===== src/rtl/pacman_collision.sv =====
// pacman_collision
//   Detects Pac-Man/ghost contact and sequences the life-loss flow:
//   death freeze, respawn, optional post-respawn grace and game over.
//   Every decision is taken on a frame_stb tick so that it lines up with
//   sprite motion. All outputs come from registers or from the registered
//   state, so no input reaches an output combinationally.
//
//   Optional feature: define PACMAN_COLLISION_GRACE_EN to add the GRACE
//   state. In GRACE, contact is ignored for GRACE_FRAMES ticks after each
//   respawn. Without the macro, RESPAWN returns straight to PLAYING and
//   GRACE_FRAMES has no effect.
//
// Ports
//   vga_pix_clk   : sole clock
//   rst_n         : asynchronous, active-low reset
//   frame_stb     : one-cycle pulse per video frame
//   game_start    : one-cycle start request (honoured in IDLE and GAME_OVER)
//   x_pac, y_pac  : Pac-Man top-left position
//   x_blue,y_blue : ghost top-left position
//   lives         : remaining lives
//   freeze        : movers hold position while high
//   respawn       : one-cycle pulse, movers reload their start positions
//   game_over     : high in GAME_OVER
//   hit           : one-cycle pulse on a counted collision
module pacman_collision #(
  parameter int LIVES        = 3,
  parameter int HIT_RADIUS   = 4,
  parameter int DEATH_FRAMES = 90,
  parameter int GRACE_FRAMES = 120
) (
  input  logic       vga_pix_clk,
  input  logic       rst_n,
  input  logic       frame_stb,
  input  logic       game_start,
  input  logic [8:0] x_pac,
  input  logic [8:0] y_pac,
  input  logic [8:0] x_blue,
  input  logic [8:0] y_blue,
  output logic [2:0] lives,
  output logic       freeze,
  output logic       respawn,
  output logic       game_over,
  output logic       hit
);

  typedef enum logic [2:0] {
    IDLE      = 3'd0,
    PLAYING   = 3'd1,
    DYING     = 3'd2,
    RESPAWN   = 3'd3,
`ifdef PACMAN_COLLISION_GRACE_EN
    GRACE     = 3'd4,
`endif
    GAME_OVER = 3'd5
  } state_t;

  localparam logic [2:0] LIVES_INIT = 3'(LIVES);
  localparam logic [7:0] DEATH_LAST = 8'(DEATH_FRAMES - 1);
`ifdef PACMAN_COLLISION_GRACE_EN
  localparam logic [7:0] GRACE_LAST = 8'(GRACE_FRAMES - 1);
`endif

  state_t     state, state_next;
  logic [2:0] lives_next;
  logic [7:0] cnt, cnt_next, cnt_inc;
  logic       hit_next, respawn_next;

  // Signed 10-bit differences of zero-extended 9-bit positions cover the
  // full -511..511 range, so the absolute value never overflows.
  logic signed [9:0] dx, dy;
  logic        [9:0] adx, ady;
  logic              contact;

  always_comb begin
    dx      = $signed({1'b0, x_pac}) - $signed({1'b0, x_blue});
    dy      = $signed({1'b0, y_pac}) - $signed({1'b0, y_blue});
    adx     = dx[9] ? $unsigned(-dx) : $unsigned(dx);
    ady     = dy[9] ? $unsigned(-dy) : $unsigned(dy);
    contact = (adx < 10'(HIT_RADIUS)) && (ady < 10'(HIT_RADIUS));
  end

  // The frame counter saturates so a long stall can never wrap it back
  // onto a terminal count.
  assign cnt_inc = (cnt == 8'hFF) ? cnt : cnt + 8'd1;

  always_comb begin
    state_next   = state;
    lives_next   = lives;
    cnt_next     = cnt;
    hit_next     = 1'b0;
    respawn_next = 1'b0;

    case (state)
      IDLE, GAME_OVER: begin
        if (game_start) begin
          lives_next   = LIVES_INIT;
          respawn_next = 1'b1;
          state_next   = PLAYING;
        end
      end
      // game_start has no branch here, so contact always wins over a
      // simultaneous start request.
      PLAYING: begin
        if (frame_stb && contact) begin
          lives_next = (lives != 3'd0) ? lives - 3'd1 : lives;
          hit_next   = 1'b1;
          state_next = DYING;
        end
      end
      DYING: begin
        if (frame_stb) begin
          if (cnt == DEATH_LAST) begin
            state_next = (lives == 3'd0) ? GAME_OVER : RESPAWN;
          end else begin
            cnt_next = cnt_inc;
          end
        end
      end
      RESPAWN: begin
`ifdef PACMAN_COLLISION_GRACE_EN
        state_next = GRACE;
`else
        state_next = PLAYING;
`endif
      end
`ifdef PACMAN_COLLISION_GRACE_EN
      GRACE: begin
        if (frame_stb) begin
          if (cnt == GRACE_LAST) begin
            state_next = PLAYING;
          end else begin
            cnt_next = cnt_inc;
          end
        end
      end
`endif
      default: begin
        state_next = IDLE;
      end
    endcase

    // Every state starts counting from zero.
    if (state_next != state) begin
      cnt_next = 8'd0;
    end

    // Registering the pulse on entry keeps respawn high for exactly the
    // single RESPAWN cycle without decoding it from an input.
    if (state_next == RESPAWN) begin
      respawn_next = 1'b1;
    end
  end

  always_ff @(posedge vga_pix_clk or negedge rst_n) begin
    if (!rst_n) begin
      state   <= IDLE;
      lives   <= 3'd0;
      cnt     <= 8'd0;
      hit     <= 1'b0;
      respawn <= 1'b0;
    end else begin
      state   <= state_next;
      lives   <= lives_next;
      cnt     <= cnt_next;
      hit     <= hit_next;
      respawn <= respawn_next;
    end
  end

  always_comb begin
    freeze    = 1'b1;
    game_over = (state == GAME_OVER);
    if (state == PLAYING) begin
      freeze = 1'b0;
    end
`ifdef PACMAN_COLLISION_GRACE_EN
    if (state == GRACE) begin
      freeze = 1'b0;
    end
`endif
  end

endmodule


===== config.mk =====
export PLATFORM = sky130hd
export DESIGN_NAME = pacman_collision
export DESIGN_NICKNAME = d
export VERILOG_FILES = /design/src/rtl/pacman_collision.sv
export SDC_FILE = /design/constraint.sdc
export NUM_CORES = 1
export LEC_CHECK = 0
export BUFFER_PORTS_ARGS = -buffer_cell sky130_fd_sc_hd__buf_2
export CAP_MARGIN = 20
export CORE_AREA = 2 2 78 80
export CTS_BUF_LIST = sky130_fd_sc_hd__clkbuf_8
export DETAILED_ROUTE_END_ITERATION = 8
export DIE_AREA = 0 0 80 82
export MAX_ROUTING_LAYER = met4
export PLACE_DENSITY = 0.6
export SKIP_CTS_REPAIR_TIMING = 1
export SKIP_LAST_GASP = 1
export SYNTH_ARGS = -nofsm -noshare
export SYNTH_HDL_FRONTEND = slang
export SYNTH_SLANG_ARGS = --single-unit

===== constraint.sdc =====
create_clock -name vga_pix_clk -period 3.19 [get_ports vga_pix_clk]
set_input_delay 0.638 -clock vga_pix_clk [delete_from_list [all_inputs] [get_ports vga_pix_clk]]
set_output_delay 0.638 -clock vga_pix_clk [all_outputs]
set_load 0.02 [all_outputs]

==> flow_summary_export.csv <==
group,metric,value,unit
timing,setup_slack,-0.08191,ns
finish,multi_input_area,1607,um^2
floorplan,top_level_ports,47,
detailed_routing,ant_nets,0,
detailed_routing,drt_iter0_drc,56,
global_route,antenna_found_initial,0,
floorplan,core,5746,um^2
flow_run,drv_cap,0,
outcome,violations,"setup timing",
place,hpwl,3969,um
timing,worst_slew_pin_slew,0.5134,ns
detailed_routing,drtPass1Iterations,4,
finish,layout-drive-gt1-share,35.54,%
clocking,cts_num_sinks,16,
timing,maxSlewHeadroom,65.34,%
clocking,clkSlewWorstSetupHoldPaths,0.06,ns
synthesis,ys.flop_type,"dfrtp_1",
detailed_routing,route.detailed.wl_per_inst,11.96,um
clocking,insertion_delay,0.25,ns
floorplan,die_w,80,um
finish,area_growth,38.72,%
timing,tns,-0.4399,ns
finish,fin_area,2801,um^2
place,place_area,2635,um^2
timing,period_minus_slack,3.272,ns
detailed_routing,drt_wl_total,4866,um
place,globalplace.congestion,0.8892,
setup_path,start_kind,"input port",
timing,rsz0062_at_grt,"yes",
power_and_ir_drop,p_leak,1.390,nW
synthesis,synth-edff-count,0,
floorplan,die_h,82,um
worst_hold_path,hp-class,"input port to async pin",
detailed_routing,vias_per_cell,5.044,
timing,skew,0.001933,ns
timing,hold_viol_final,0,
synthesis,synth_common_cells,"inv_1 (31), ha_1 (22), nor2_1 (21)",
power_and_ir_drop,peakVddDrop,0.1399,mV
synthesis,synth_warnings,0,
floorplan,start_util,35.15,%
outcome,status,"complete, but fails checks",
finish,fillers,596,
setup_path,cp.required,3.32,ns
synthesis,yosysMostFrequentCell,"inv_1",
setup_path,cp_max_fo,3,
synthesis,postSynthCellCount,248,
timing,drv_slew,0,
place,dpl_worst_slack,-0.4573,ns
global_route,grt_max_degree,17,
timing,timing.final.crit_share,102.6,%
finish,fin_cells,407,
detailed_routing,num_vias,2053,
floorplan,dieArea,6560,um^2
timing,setup_viol,11,
synthesis,ys_types,57,
synthesis,syn-num-nets,312,
place,numPortBuffers,46,
setup_path,path_class,"input port to register",
global_route,grt_usage,15.58,%
synthesis,yosys_register_bits,16,
clocking,cts_buffers,3,
global_route,grt_pass1_wl,8286,um
synthesis,synth.largest_area_cell,"dfrtp_1",
synthesis,ys_seq_area_share,19.83,%
setup_path,worstPathArrival,3.41,ns
timing,max_freq,305.6,MHz
synthesis,async_flop_share,100.0,%
floorplan,rows,28,
power_and_ir_drop,powerDensity,268.2,nW/um^2
detailed_routing,drc,0,
finish,diodes,0,
synthesis,synth_top_cell_area_share,19.83,%
finish,nNetsFinal,398,
global_route,grt_remaining_overflow,0,
synthesis,postSynthAreaPerCell,8.143,um^2
clocking,cts_tree,"built",
clocking,clockRootBuffer,"clkbuf_8",
setup_path,cp-end-kind,"register",
clocking,cts_max_level,1,
synthesis,synthTopCellsByArea,"dfrtp_1 (20%), ha_1 (14%), inv_1 (5.8%)",
global_route,grt_pass1_vias,2012,
synthesis,netlist_area,2019,um^2
clocking,cts_buffer_depth,2,
place,placedCellCount,403,
finish,register_area,400.4,um^2
-- report_power, final --
part / switching (mW) / internal, mW
Clock: 0.0694 / 0.0838
Sequential: 0.00252 / 0.205
Combinational: 0.194 / 0.196
Total: 0.266 / 0.485
-- registers in the layout, indices dropped and copies added (netlist names) --
| register | cells |
|---|---|
| hit | 1 |
| lives | 3 |
| respawn | 1 |
| cnt | 8 |
| state | 3 |
-- final cells by class --
| type | instances | area share [%] |
|---|---|---|
| clock buffers | 3 | 1.474 |
| inverters | 31 | 4.422 |
| multi-input cells | 199 | 57.35 |
| flip-flops and latches | 16 | 14.29 |
| well taps | 75 | 3.350 |
| repair buffers | 83 | 19.12 |
-- critical path, cell delays in order --
cell	delay [ns]
buf_8	0.08
inv_8	0.03
ha_4	0.15
fa_2	0.38
xnor2_4	0.20
nor3b_2	0.07
mux2_4	0.28
or4b_4	0.53
a211oi_4	0.27
o2111ai_2	0.17
nor4b_2	0.26
mux2_1	0.34
-- cells by family after synthesis --
kind of cell	share of synthesized area [%]
and+or+nand+nor	24.04
AOI/OAI and AO/OA	21.69
buffers and inverters	6.195
adders and majority gates	16.11
xor gates and xnor gates	7.807
DFF	19.83
muxes	4.337
-- stage by stage --
step	utilization [%]	hold slack, ns	power [mW]
global placement	45.86	0.5087	0.5639
finish	48.76	0.2943	0.7512
global route	48.76	0.3205	0.8092
floorplan	-	0.3424	0.4355
CTS	46.58	0.3022	0.7282
detailed placement	45.86	0.5122	0.5708
-- metal layers --
layer | wire length [um] | global-route usage [%]
met2 | 2409 | 27.08
met1 | 2279 | 19.73
met4 | 12 | 2.203
met3 | 164 | 2.308
met5 | 0 | -
-- cell usage in the layout (no fill, tap or decap), drive strengths merged, types with 2 or more instances in the layout --
cell / n
and2: 3
fa: 2
inv: 31
or2: 4
o21ai: 7
nand4: 7
nor2: 21
a211oi: 5
nor4b: 2
or3: 2
a31o: 2
nor2b: 8
nand2b: 2
a21oi: 12
clkbuf: 3
o22ai: 5
and4: 2
nor3: 6
buf: 83
ha: 22
mux2: 3
o21a: 2
o311a: 2
mux2i: 5
dfrtp: 16
xnor2: 10
a31oi: 2
a21boi: 3
xor2: 8
nand3b: 2
nor3b: 2
nand3: 5
a21o: 4
nand2: 18
o2111ai: 5
-- path summary, 6_finish.rpt --
kind | startpoint | cells past startpoint | endpoint | slack, ns
hold reg to reg | lives[0] | 1 | lives[0] | 0.52
setup / recovery | y_pac[0] | 12 | lives[2] | -0.08
min in group vga_pix_clk | lives[0] | 1 | lives[0] | 0.52
setup reg to reg | state[1] | 6 | lives[2] | 1.23
max in group asynchronous | rst_n | 1 | cnt[2] | 2.63
hold / removal | rst_n | 1 | hit | 0.29
(Power assumes the default switching activity.)
